[src/rtl/vend_pkg.sv]
// -----------------------------------------------------------------------------
// vend_pkg
// Shared definitions for the vending dispense controller: product codes,
// prices, the change coin unit, the controller state enumeration and two
// small helpers used by the control FSM (price lookup, coin count).
// -----------------------------------------------------------------------------
package vend_pkg;

   localparam logic [1:0] PROD_SNACK  = 2'd0;
   localparam logic [1:0] PROD_COFFEE = 2'd1;
   localparam logic [1:0] PROD_DRINK  = 2'd2;
   localparam logic [1:0] PROD_CANDY  = 2'd3;

   localparam logic [5:0] PRICE_SNACK  = 6'd30;
   localparam logic [5:0] PRICE_COFFEE = 6'd40;
   localparam logic [5:0] PRICE_DRINK  = 6'd40;
   localparam logic [5:0] PRICE_CANDY  = 6'd30;

   // Change is paid in coins of this value; smaller remainders are kept.
   localparam logic [5:0] COIN_UNIT  = 6'd10;
   // Largest coin count the 3-bit change counter can hold.
   localparam logic [2:0] CHANGE_MAX = 3'd7;

   typedef enum logic [2:0] {
      ST_IDLE     = 3'd0,
      ST_CHECK    = 3'd1,
      ST_DISPENSE = 3'd2,
      ST_CHANGE   = 3'd3,
      ST_DONE     = 3'd4
   } state_t;

   function automatic logic [5:0] price_of(input logic [1:0] prod);
      logic [5:0] p;
      case (prod)
         PROD_SNACK:  p = PRICE_SNACK;
         PROD_COFFEE: p = PRICE_COFFEE;
         PROD_DRINK:  p = PRICE_DRINK;
         default:     p = PRICE_CANDY;
      endcase
      return p;
   endfunction

   // Whole coins contained in an amount, truncated and saturated to the
   // width of the change counter.
   function automatic logic [2:0] coins_of(input logic [5:0] amount);
      logic [5:0] q;
      q = amount / COIN_UNIT;
      if (q > {3'b000, CHANGE_MAX}) begin
         return CHANGE_MAX;
      end
      return q[2:0];
   endfunction

endpackage

[src/rtl/vend_timer.sv]
// -----------------------------------------------------------------------------
// vend_timer
// 8-bit watchdog counter for the dispense motor. Counts cycles while enabled,
// restarts from zero while clear is high, and flags expire during the
// TIMEOUT_CYC-th enabled cycle so the controller can leave on that edge.
//
// Ports:
//   clock  in  rising-edge clock
//   reset  in  asynchronous active-high reset
//   enable in  count this cycle
//   clear  in  restart count from zero
//   expire out TIMEOUT_CYC enabled cycles have elapsed (combinational)
// -----------------------------------------------------------------------------
module vend_timer #(
   parameter int unsigned TIMEOUT_CYC = 200
) (
   input  logic clock,
   input  logic reset,
   input  logic enable,
   input  logic clear,
   output logic expire
);

   localparam logic [7:0] LAST_CNT = 8'(TIMEOUT_CYC - 1);

   logic [7:0] count_q;
   logic [7:0] count_d;

   always_comb begin
      count_d = count_q;
      if (clear) begin
         count_d = 8'd0;
      end else if (enable) begin
         count_d = count_q + 8'd1;
      end
   end

   always_ff @(posedge clock or posedge reset) begin
      if (reset) begin
         count_q <= 8'd0;
      end else begin
         count_q <= count_d;
      end
   end

   // count_q is 0 in the first enabled cycle, so LAST_CNT marks cycle N.
   assign expire = enable && !clear && (count_q == LAST_CNT);

endmodule

[src/rtl/vend_dispense_ctrl.sv]
// -----------------------------------------------------------------------------
// vend_dispense_ctrl
// Vending machine dispense controller. Accepts a request with product and
// credit, checks the price, runs the dispense motor, then pays change (or a
// refund) one 10-coin at a time through the hopper handshake.
//
// Optional feature: define VEND_TIMEOUT_EN to add a motor watchdog
// (vend_timer). On expiry the motor is stopped, the sticky fault flag is set
// and the full credit is refunded. Without it, DISPENSE waits indefinitely
// and fault is constant 0.
//
// Ports:
//   clock        in  rising-edge clock
//   reset        in  asynchronous active-high reset
//   req          in  vend request, sampled in IDLE
//   product[1:0] in  0 snack, 1 coffee, 2 drink, 3 candy
//   credit[5:0]  in  inserted credit
//   cancel       in  abort, honoured in IDLE and CHECK only
//   motor_done   in  dispense motor finished
//   hopper_ack   in  hopper released one coin
//   busy         out not in IDLE
//   motor_sel    out latched product
//   motor_go     out dispense command
//   hopper_pulse out coin release request
//   change_cnt   out coins still owed
//   done         out one-cycle completion pulse
//   nack         out one-cycle insufficient-credit pulse
//   fault        out sticky motor timeout flag
// -----------------------------------------------------------------------------
module vend_dispense_ctrl #(
   parameter int unsigned TIMEOUT_CYC = 200
) (
   input  logic       clock,
   input  logic       reset,
   input  logic       req,
   input  logic [1:0] product,
   input  logic [5:0] credit,
   input  logic       cancel,
   input  logic       motor_done,
   input  logic       hopper_ack,
   output logic       busy,
   output logic [1:0] motor_sel,
   output logic       motor_go,
   output logic       hopper_pulse,
   output logic [2:0] change_cnt,
   output logic       done,
   output logic       nack,
   output logic       fault
);

   import vend_pkg::*;

   state_t     state_q,  state_d;
   logic [1:0] prod_q,   prod_d;
   logic [5:0] credit_q, credit_d;
   logic [2:0] cnt_q,    cnt_d;
   logic       hp_q,     hp_d;
   logic       nack_q,   nack_d;

   logic       in_dispense;
   logic       timer_expire;
   logic       timeout_fire;

   assign in_dispense = (state_q == ST_DISPENSE);

`ifdef VEND_TIMEOUT_EN
   logic fault_q, fault_d;

   vend_timer #(
      .TIMEOUT_CYC (TIMEOUT_CYC)
   ) u_timer (
      .clock  (clock),
      .reset  (reset),
      .enable (in_dispense),
      .clear  (!in_dispense),
      .expire (timer_expire)
   );

   always_comb begin
      fault_d = fault_q | timeout_fire;
   end

   always_ff @(posedge clock or posedge reset) begin
      if (reset) begin
         fault_q <= 1'b0;
      end else begin
         fault_q <= fault_d;
      end
   end

   assign fault = fault_q;
`else
   // The parameter is only consumed when the watchdog is built in.
   logic unused_timeout_cfg;
   assign unused_timeout_cfg = ^(8'(TIMEOUT_CYC));
   assign timer_expire       = 1'b0;
   assign fault              = 1'b0;
`endif

   // A motor_done in the expiry cycle still counts as a normal dispense.
   assign timeout_fire = in_dispense && !motor_done && timer_expire;

   always_comb begin
      state_d  = state_q;
      prod_d   = prod_q;
      credit_d = credit_q;
      cnt_d    = cnt_q;
      hp_d     = 1'b0;
      nack_d   = 1'b0;
      case (state_q)
         ST_IDLE: begin
            // Cancel wins over req; the live credit is refunded and the
            // previously latched product is left untouched.
            if (cancel) begin
               cnt_d   = coins_of(credit);
               state_d = ST_CHANGE;
            end else if (req) begin
               prod_d   = product;
               credit_d = credit;
               state_d  = ST_CHECK;
            end
         end
         ST_CHECK: begin
            if (cancel) begin
               cnt_d   = coins_of(credit_q);
               state_d = ST_CHANGE;
            end else if (credit_q >= price_of(prod_q)) begin
               cnt_d   = coins_of(credit_q - price_of(prod_q));
               state_d = ST_DISPENSE;
            end else begin
               cnt_d   = coins_of(credit_q);
               nack_d  = 1'b1;
               state_d = ST_CHANGE;
            end
         end
         ST_DISPENSE: begin
            if (motor_done) begin
               state_d = ST_CHANGE;
            end else if (timeout_fire) begin
               cnt_d   = coins_of(credit_q);
               state_d = ST_CHANGE;
            end
         end
         ST_CHANGE: begin
            // hopper_pulse is held until acked, then forced low for one
            // cycle before the next coin; acks while low are ignored.
            if (hp_q) begin
               if (hopper_ack) begin
                  cnt_d = cnt_q - 3'd1;
               end else begin
                  hp_d = 1'b1;
               end
            end else if (cnt_q != 3'd0) begin
               hp_d = 1'b1;
            end else begin
               state_d = ST_DONE;
            end
         end
         ST_DONE: begin
            state_d = ST_IDLE;
         end
         default: begin
            state_d = ST_IDLE;
         end
      endcase
   end

   always_ff @(posedge clock or posedge reset) begin
      if (reset) begin
         state_q  <= ST_IDLE;
         prod_q   <= 2'd0;
         credit_q <= 6'd0;
         cnt_q    <= 3'd0;
         hp_q     <= 1'b0;
         nack_q   <= 1'b0;
      end else begin
         state_q  <= state_d;
         prod_q   <= prod_d;
         credit_q <= credit_d;
         cnt_q    <= cnt_d;
         hp_q     <= hp_d;
         nack_q   <= nack_d;
      end
   end

   assign busy         = (state_q != ST_IDLE);
   assign motor_sel    = prod_q;
   assign motor_go     = in_dispense;
   assign hopper_pulse = hp_q;
   assign change_cnt   = cnt_q;
   assign done         = (state_q == ST_DONE);
   assign nack         = nack_q;

endmodule

[config.mk]
export PLATFORM = sky130hd
export DESIGN_NAME = vend_dispense_ctrl
export DESIGN_NICKNAME = d
export VERILOG_FILES = /design/src/rtl/vend_pkg.sv /design/src/rtl/vend_timer.sv /design/src/rtl/vend_dispense_ctrl.sv
export SDC_FILE = /design/constraint.sdc
export NUM_CORES = 1
export LEC_CHECK = 0
export CELL_PAD_IN_SITES_DETAIL_PLACEMENT = 1
export CELL_PAD_IN_SITES_GLOBAL_PLACEMENT = 2
export CORE_MARGIN = 2
export CORE_UTILIZATION = 41
export CTS_BUF_LIST = sky130_fd_sc_hd__clkbuf_8
export CTS_CLUSTER_DIAMETER = 30
export CTS_CLUSTER_SIZE = 10
export DETAILED_ROUTE_END_ITERATION = 10
export DONT_BUFFER_PORTS = 1
export PLACE_DENSITY_LB_ADDON = 0.12
export SLEW_MARGIN = 20
export SYNTH_ARGS = -nofsm -noshare
export SYNTH_HDL_FRONTEND = slang
export SYNTH_SLANG_ARGS = --single-unit
[constraint.sdc]
create_clock -name clock -period 8 [get_ports clock]
set_clock_uncertainty 0.2 [all_clocks]
set_input_delay 1.6 -clock clock [delete_from_list [all_inputs] [get_ports clock]]
set_output_delay 1.6 -clock clock [all_outputs]
set_load 0.05 [all_outputs]
Word level (Yosys, flattened, before mapping)
Cells that the tools add are included.
- flip-flop bits (word level): 16
- bits of input ports: 14
- output and inout port bits: 11
- logic and storage cells: 84
- add/subtract/negate cells: 2
- div/mod/pow operators: 3
- order comparisons: 4
- eq/ne operators: 13
- multiplexer cells: 47
- bitwise gates (word level): 1
- reduce and logical (&&, ||, !) cells: 8
- operators by type and width (cell ; number):
    $mux 3 ; 17
    $mux 6 ; 6
    $mux 1 ; 22
    $div 6x4->6 const B ; 3
    $gt 6x3->1 const B ; 3
    $ne 2x2->1 const B ; 6
    $pmux 3 s4 ; 1
    $pmux 3 s3 ; 1
    $reduce_bool 3->1 ; 3
    $reduce_and 4->1 ; 2
    $eq 3x2->1 const B ; 2
    $ge 6x6->1 ; 1
    $sub 6x6->6 ; 1
    $eq 3x1->1 const B ; 1
    $eq 3x3->1 const B ; 1
    $logic_not 3->1 ; 1
    $ne 3x3->1 const B ; 1
    $reduce_and 3->1 ; 1
    $sub 3x1->3 const B ; 1
    $eq 2x1->1 const B ; 1
    $eq 2x2->1 const B ; 1
    $reduce_or 2->1 ; 1
    $not 1->1 ; 1

Logic depth before layout (Yosys ltp)
Gate-level depths: netlist of run 1.
- depth in word-level cells: 20
- mapped depth: 13
- depth with buffers taken out: 12

Least setup slack after synthesis of run 1
OpenSTA, ideal clock, no wires.
- path type: register -> register
- start: register prod_q[0] (netlist: motor_sel[0])
- end: register cnt_q[1] (netlist: change_cnt[1])
- setup time: 0.103 ns
- arrival time: 3.356 ns
- required time: 7.697 ns
- setup slack: 4.340 ns
- stages on the path, launching flop included: 13
- buffers on the path: 0
- period minus slack after synthesis: 3.660 ns
- cell sequence: dfrtp_1 > xnor2_4 > inv_1 > ha_1 > or3b_1 > mux2i_1 > nor2_2 > ha_1 > or4_1 > a31oi_1 > o221ai_1 > o2111a_1 > o41ai_2
- word-level cells in the longest chain between the ends: 17
- elaborated cells between the ends (all ways): 21
- those cells by class: add/sub: 1; div: 1; order compare: 2; eq/ne: 2; mux: 14; reduce/logical: 1
- RTL lines (element ; RTL line ; source):
    start: declaration ; vend_dispense_ctrl.sv:54 ; logic [1:0] prod_q, prod_d;
    start signal: assignment ; vend_dispense_ctrl.sv:178 ; prod_q <= prod_d;
    $eq 2x2->1 or $eq 2x1->1 (tied branches) ; vend_pkg.sv:34 ; case (prod)
    $reduce_or 2->1 (no line) (*) ; -- ;
    $mux 6 (*) ; vend_pkg.sv:34 ;
    $mux 6 ; vend_dispense_ctrl.sv:127 ; end else if (credit_q >= price_of(prod_q)) begin
    $mux 6 ; vend_dispense_ctrl.sv:124 ; if (cancel) begin
    $mux 6 ; vend_dispense_ctrl.sv:110 ; case (state_q)
    $sub 6x6->6 ; vend_dispense_ctrl.sv:128 ; cnt_d = coins_of(credit_q - price_of(prod_q));
    $div 6x4->6 ; vend_pkg.sv:47 ; q = amount / COIN_UNIT;
    $gt 6x3->1 ; vend_pkg.sv:48 ; if (q > {3'b000, CHANGE_MAX}) begin
    $mux 1 ; vend_pkg.sv:48 ;
    $mux 1 ; vend_dispense_ctrl.sv:127 ;
    $mux 1 ; vend_dispense_ctrl.sv:124 ;
    $mux 1 ; vend_dispense_ctrl.sv:110 ;
    $mux 3 ; vend_pkg.sv:51 ; return q[2:0];
    $mux 3 (*) ; vend_dispense_ctrl.sv:127 ;
    $mux 3 (*) ; vend_dispense_ctrl.sv:124 ;
    $pmux 3 s3 (*) ; vend_dispense_ctrl.sv:110 ;
    end signal: assignment ; vend_dispense_ctrl.sv:180 ; cnt_q <= cnt_d;
    end: declaration ; vend_dispense_ctrl.sv:56 ; logic [2:0] cnt_q, cnt_d;
Every way passes the cells marked *; elsewhere a longest branch is shown, timed or not. The select of a mux whose other input is x is not followed.
A chain may end at the register's enable or synchronous reset.

Worst setup path after layout of run 1
Same ends and word-level chain as after synthesis.

==> impl_metrics.env, run 1 <==
export IMPL_finalMaxSlewViolations=0
export IMPL_startpoint="motor_sel[0]"
export IMPL_reg2reg_from="motor_sel[0]"
export IMPL_synth_area_top_cells="dfrtp_1, a21oi_1, o21ai_0, ha_1, mux2_2"
export IMPL_finalNetCount=194
export IMPL_port_buffers=0
export IMPL_io_pins=25
export IMPL_ant_nets=0
export IMPL_globalRouteTotalUtil_pct=19.1
export IMPL_layoutNonFillerInstCount=219
export IMPL_syn_area_mm2=0.00147
export IMPL_synth_compound_area_share_pct=27.7
export IMPL_worstPathCellList="xnor2_4, inv_1, ha_1, or3b_1, mux2i_1, nor2_2, ha_1, or4_1, a31oi_1, o221ai_1, o2111a_1, o41ai_2"
export IMPL_async_flop_share_pct=100
export IMPL_drc=0
export IMPL_cp_top_family="simple AND/OR/NAND/NOR gates"
export IMPL_finalCritPeriodShare_pct=54.1
export IMPL_synth_edf_count=0
export IMPL_fin_tns_setup_ns=0
export IMPL_worstSetupPathType="flop to flop"
export IMPL_cts_max_level=1
export IMPL_grt_max_degree=20
export IMPL_fmax_mhz=231
export IMPL_synth_top_cell_area_share_pct=25.5
export IMPL_multiInputGateArea_mm2=0.00101
export IMPL_synth_simple_gate_area_share_pct=23.6
export IMPL_dr_pass1_iters=4
export IMPL_grt_pass1_wl_um=6340
export IMPL_grt_ovfl_total=0
export IMPL_ys_types=58
export IMPL_die_h_um=63.9
export IMPL_finalSetupViolations=0
export IMPL_synth_fa_ha_area_share_pct=5.62
export IMPL_die_w_um=63.9
export IMPL_synthesis_nets=200
export IMPL_die_area_mm2=0.00408
export IMPL_worstHoldStart="credit_q[4]"
export IMPL_cts_tree="built"
export IMPL_yosys_most_used_dff="dfrtp_1"
export IMPL_seqCellArea_um2=375
export IMPL_clk_pin_slew_ns=0.06
export IMPL_cts_sinks=15
export IMPL_arrival_ns=4.26
export IMPL_rsz0062_at_grt="no"
export IMPL_synthMuxAreaShare_pct=5.87
export IMPL_postSynthAreaPerCell_um2=8.17
export IMPL_ff2ff_setup_slack_ns=3.67
export IMPL_num_fill_cells=411
export IMPL_num_rows=21
export IMPL_cts_setup_buffers=0
export IMPL_via_per_inst=6.05
export IMPL_synth_warning_count=0
export IMPL_start_util_pct=43.4
export IMPL_core_mm2=0.00339
export IMPL_diodes=0
export IMPL_report_final_hold_viol_count=0
export IMPL_ys_seq_area_share_pct=25.5
export IMPL_path_buf_inv=1
export IMPL_final_layout_size_suffix_gt1_share_pct=9.83
export IMPL_post_cts_resized=0
export IMPL_worstSetupStartpointType="flop"
export IMPL_area_growth_synth_to_final_pct=4.09
export IMPL_hpwlAfterDp_um=2840
export IMPL_cts_buffers=3
export IMPL_min_path_type="flop to flop"
export IMPL_routedWlPerCell_um=17.1
export IMPL_dp_cells=215
export IMPL_wl_um=3750
export IMPL_clkLatencyLatePin_ns=0.25
export IMPL_endpoint_kind="flop"
export IMPL_synth_top_family_by_area="compound AO/OA/AOI/OAI gates"
export IMPL_drt_initial_drc_count=43
export IMPL_gp_congestion=0.788
export IMPL_postLayoutCoreUtil_pct=45.1
export IMPL_clockBufferDepth=2
export IMPL_cpPeakStageDelay_ns=0.61
export IMPL_ctsHoldBuffers=0
export IMPL_first_global_vias=1348
export IMPL_synth_area_leader_cell="dfrtp_1"
export IMPL_status="complete, no violations"
export IMPL_hold_worst_slack_ns=0.465
export IMPL_synth_xor_area_share_pct=4.85
export IMPL_cp_max_fo=15
export IMPL_cpMostUsedCell="ha_1"
export IMPL_tightest_slew_ns=0.924
export IMPL_relSlewSlack_pct=38.1
export IMPL_cp_required_ns=7.93
export IMPL_crit_slowest_cell="dfrtp_1"
export IMPL_syn_inst=180
export IMPL_root_buffer="clkbuf_8"
export IMPL_final_min_clock_period_ns=4.33
export IMPL_yosys_register_bits=15
export IMPL_antenna_found_initial=0
export IMPL_cap_viol_max_count=0
export IMPL_num_vias=1326
## metal layers
| layer | track usage (%) | vias to the layer above | share of wire [%] |
|---|---|---|---|
| li1 | - | 643 | - |
| met1 | 26.2 | 650 | 49 |
| met2 | 31.8 | 31 | 46 |
| met3 | 4.58 | 2 | 4.2 |
| met4 | 1.63 | 0 | 0.29 |
| met5 | 0 | - | 0 |
## path summary, 6_finish.rpt
kind / to / cells past startpoint
min in group asynchronous: change_cnt[2] / 1
worst min register to register: credit_q[4] / 1
worst min-delay path: credit_q[4] / 1
worst max-delay path: change_cnt[1] / 12
worst max register to register: change_cnt[1] / 12
max in group asynchronous: change_cnt[1] / 1
## sequential cells by signal, indices dropped and copies added (netlist names)
signal,count
change_cnt,3
credit_q,5
hopper_pulse,1
motor_sel,2
nack,1
state_q,3
## final cells by class
| type | instances | share of cell area (%) |
|---|---|---|
| clock buffer | 3 | 2.70 |
| clock inverter | 1 | 0.245 |
| inverter | 12 | 2.94 |
| multi-input combinational | 142 | 65.8 |
| sequential | 15 | 24.5 |
| tap | 46 | 3.76 |
## kinds of logic after synthesis
group	after synthesis
mux	8
other cells	1
fa+ha+maj	6
compound gates	58
flops	15
buf+inv	23
xor+xnor	6
simple gates	63
## synthesized netlist by cell type (all sizes together) (2+ instances only)
library cell  number
nor3               4
nand2b             3
mux2i              3
mux2               5
nor3b              3
o21a               2
nand2             12
nand3b             4
nor2b              7
nand3              3
nand4b             2
a31oi              2
nor2              16
a21oi             14
o41ai              2
o21ai             14
o311ai             2
a311oi             2
clkbuf             6
inv               12
xor2               3
a22oi              3
o211ai             2
nor4               2
ha                 5
xnor2              3
buf                5
dfrtp             15
a21o               2
## stage by stage
step | setup slack, ns | area [um^2]
2_1_floorplan | 4.34 | 1470
3_3_place_gp | 3.82 | 1490
3_5_place_dp | 3.65 | 1490
4_1_cts | 3.63 | 1530
5_1_grt | 3.45 | 1530
6_report | 3.67 | 1530
## worst register-to-register path, cell delays in order, from the launching register on
cell	delay (ns)
dfrtp_1	0.61
xnor2_4	0.36
inv_1	0.16
ha_1	0.54
or3b_1	0.39
mux2i_1	0.28
nor2_2	0.15
ha_1	0.28
or4_1	0.52
a31oi_1	0.18
o221ai_1	0.14
o2111a_1	0.19
o41ai_2	0.22
## layout by cell type (no fill, tap or decap), types with 4 or more instances in the layout
cell      count
nand3b_1      4
inv_1        13
a21oi_1      13
o21ai_0      13
ha_1          5
dfrtp_1      15
mux2_2        5
nor3_1        4
nor2b_1       7
nor2_1       15
nand2_1      12
Power of run 1 is left out: the tool's default activity adds up to more than one toggle a clock period on the data nets, which glitch-free logic cannot reach.
==> run 2, diff against run 1 <==
--- a/config.mk
+++ b/config.mk
@@ -8,7 +8,7 @@
 export CELL_PAD_IN_SITES_DETAIL_PLACEMENT = 1
 export CELL_PAD_IN_SITES_GLOBAL_PLACEMENT = 2
 export CORE_MARGIN = 2
-export CORE_UTILIZATION = 41
+export CORE_UTILIZATION = 35
 export CTS_BUF_LIST = sky130_fd_sc_hd__clkbuf_8
 export CTS_CLUSTER_DIAMETER = 30
 export CTS_CLUSTER_SIZE = 10
==> constraint.sdc (replaced) <==
create_clock -name clock -period 3.5 [get_ports clock]
set_clock_uncertainty 0.2 [all_clocks]
set_input_delay 0.7 -clock clock [delete_from_list [all_inputs] [get_ports clock]]
set_output_delay 0.7 -clock clock [all_outputs]
set_load 0.05 [all_outputs]
==> run 2 against run 1 <==
  * Non-clock buffer count is 10 higher
  * Core utilization decreased by 4.8 points
  * Sequential share of layout area is 1.3 points lower
  * Wire length increased by 5.1%
  * Final area grew 6.3%
  * Worst setup slack worse by 3.5 ns
  * Hold slack worse by 0.26 ns
  * Clock-buffer cell count stayed put
==> impl_metrics.env, run 2 (synthesized netlist as in run 1, its figures left out) <==
export IMPL_drc=0
export IMPL_worstSetupStartpointType="flop"
export IMPL_setup_ws_ns=0.151
export IMPL_relSlewSlack_pct=39.7
export IMPL_root_buffer="clkbuf_8"
export IMPL_gp_congestion=0.749
export IMPL_num_rows=23
export IMPL_cts_tree="built"
export IMPL_clockBufferDepth=2
export IMPL_layoutNonFillerInstCount=233
export IMPL_io_pins=25
export IMPL_largest_reg_flops=5
export IMPL_routedWlPerCell_um=16.9
export IMPL_ff2ff_setup_slack_ns=0.15
export IMPL_fin_tns_setup_ns=0
export IMPL_cts_sinks=15
export IMPL_first_global_vias=1394
export IMPL_hpwlAfterDp_um=3080
export IMPL_antenna_found_initial=0
export IMPL_finalMaxSlewViolations=0
export IMPL_worstSetupPathType="flop to flop"
export IMPL_ant_nets=0
export IMPL_grt_ovfl_total=0
export IMPL_reg2reg_from="motor_sel[1]"
export IMPL_finalCritPeriodShare_pct=95.7
export IMPL_rsz0062_at_grt="yes"
export IMPL_start_util_pct=36.5
export IMPL_via_per_inst=5.68
export IMPL_top_register="credit_q"
export IMPL_postLayoutCoreUtil_pct=40.4
export IMPL_final_common_cell="nor2_1"
export IMPL_drt_initial_drc_count=55
export IMPL_num_vias=1323
export IMPL_endpoint_kind="flop"
export IMPL_dpl_worst_slack_ns=0.0720
export IMPL_final_layout_size_suffix_gt1_share_pct=18.0
export IMPL_ctsHoldBuffers=0
export IMPL_diodes=0
export IMPL_finalSetupViolations=0
export IMPL_area_growth_synth_to_final_pct=10.6
export IMPL_mostFrequentLayoutCells="nor2_1, o21ai_0, a21oi_1, dfrtp_1"
export IMPL_startpoint="motor_sel[1]"
export IMPL_arrival_ns=3.29
export IMPL_port_buffers=0
export IMPL_die_h_um=68.8
export IMPL_core_mm2=0.00403
export IMPL_report_final_hold_viol_count=0
export IMPL_final_min_clock_period_ns=3.35
export IMPL_dp_cells=229
export IMPL_clk_pin_slew_ns=0.06
export IMPL_dr_pass1_iters=4
export IMPL_clkLatencyLatePin_ns=0.24
export IMPL_grt_max_degree=16
export IMPL_grt_pass1_wl_um=6580
export IMPL_finalNetCount=204
export IMPL_cts_max_level=1
export IMPL_die_area_mm2=0.00473
export IMPL_wl_um=3940
export IMPL_fmax_mhz=299
export IMPL_globalRouteTotalUtil_pct=18.2
export IMPL_cap_viol_max_count=0
export IMPL_cts_buffers=3
export IMPL_cp_max_fo=5
export IMPL_num_fill_cells=514
export IMPL_tightest_slew_ns=0.901
export IMPL_cp_required_ns=3.44
export IMPL_status="complete, no violations"
export IMPL_min_path_type="primary input to asynchronous set/reset pin"
export IMPL_die_w_um=68.8
[run 2: changes by cell type in the layout (fill, tap and decap cells not counted), sizes merged]
cell	delta
buf	+10
[run 2: final timing paths]
kind                            cells after the start       endpoint
worst max-delay path                               12  change_cnt[1]
worst min-delay path                                1  change_cnt[1]
worst max register to register                     12  change_cnt[1]
worst min register to register                      2    credit_q[2]
max in group asynchronous                           1   motor_sel[1]
min in group clock                                  1           nack
[run 2: layer usage]
metal | vias up | part of all wire, % | global-route usage (%)
met2 | 24 | 47 | 31.1
li1 | 660 | - | -
met1 | 635 | 48 | 24.5
met3 | 4 | 4.2 | 4.22
met5 | - | 0 | 0
met4 | 0 | 0.53 | 1.23
[run 2: cell type report]
| type | instances | area (um^2) | area share (%) |
|---|---|---|---|
| flip-flops and latches | 15 | 378 | 23.2 |
| inverters | 12 | 45.0 | 2.77 |
| clock buffers | 3 | 41.3 | 2.54 |
| well taps | 50 | 62.6 | 3.85 |
| repair buffers | 10 | 75.1 | 4.62 |
| multi-input cells | 142 | 1020 | 62.8 |
| clock inverters | 1 | 3.75 | 0.231 |
[run 2: stage by stage]
step,cell area [um^2],hold WS [ns]
after floorplan,1470,0.374
after global placement,1570,0.463
after detailed placement,1570,0.478
after CTS,1610,0.228
after global routing,1630,0.247
final,1630,0.205
[run 2: what timing repair did]
| action | in CTS | in global routing |
|---|---|---|
| resized for setup | 0 | 3 |
| buffers inserted | 0 | 0 |
| endpoints found under the setup margin | 0 | 2 |
[run 2: worst max-delay path, stage by stage, from the launching register on]
cell	delay (ns)
dfrtp_2	0.44
xnor2_4	0.18
inv_2	0.08
ha_1	0.29
or3b_1	0.36
mux2i_2	0.21
nor2_2	0.08
ha_2	0.22
or4_1	0.50
a31oi_1	0.17
o221ai_1	0.14
o2111a_1	0.18
o41ai_2	0.20
Power of run 2 is left out for the same reason.
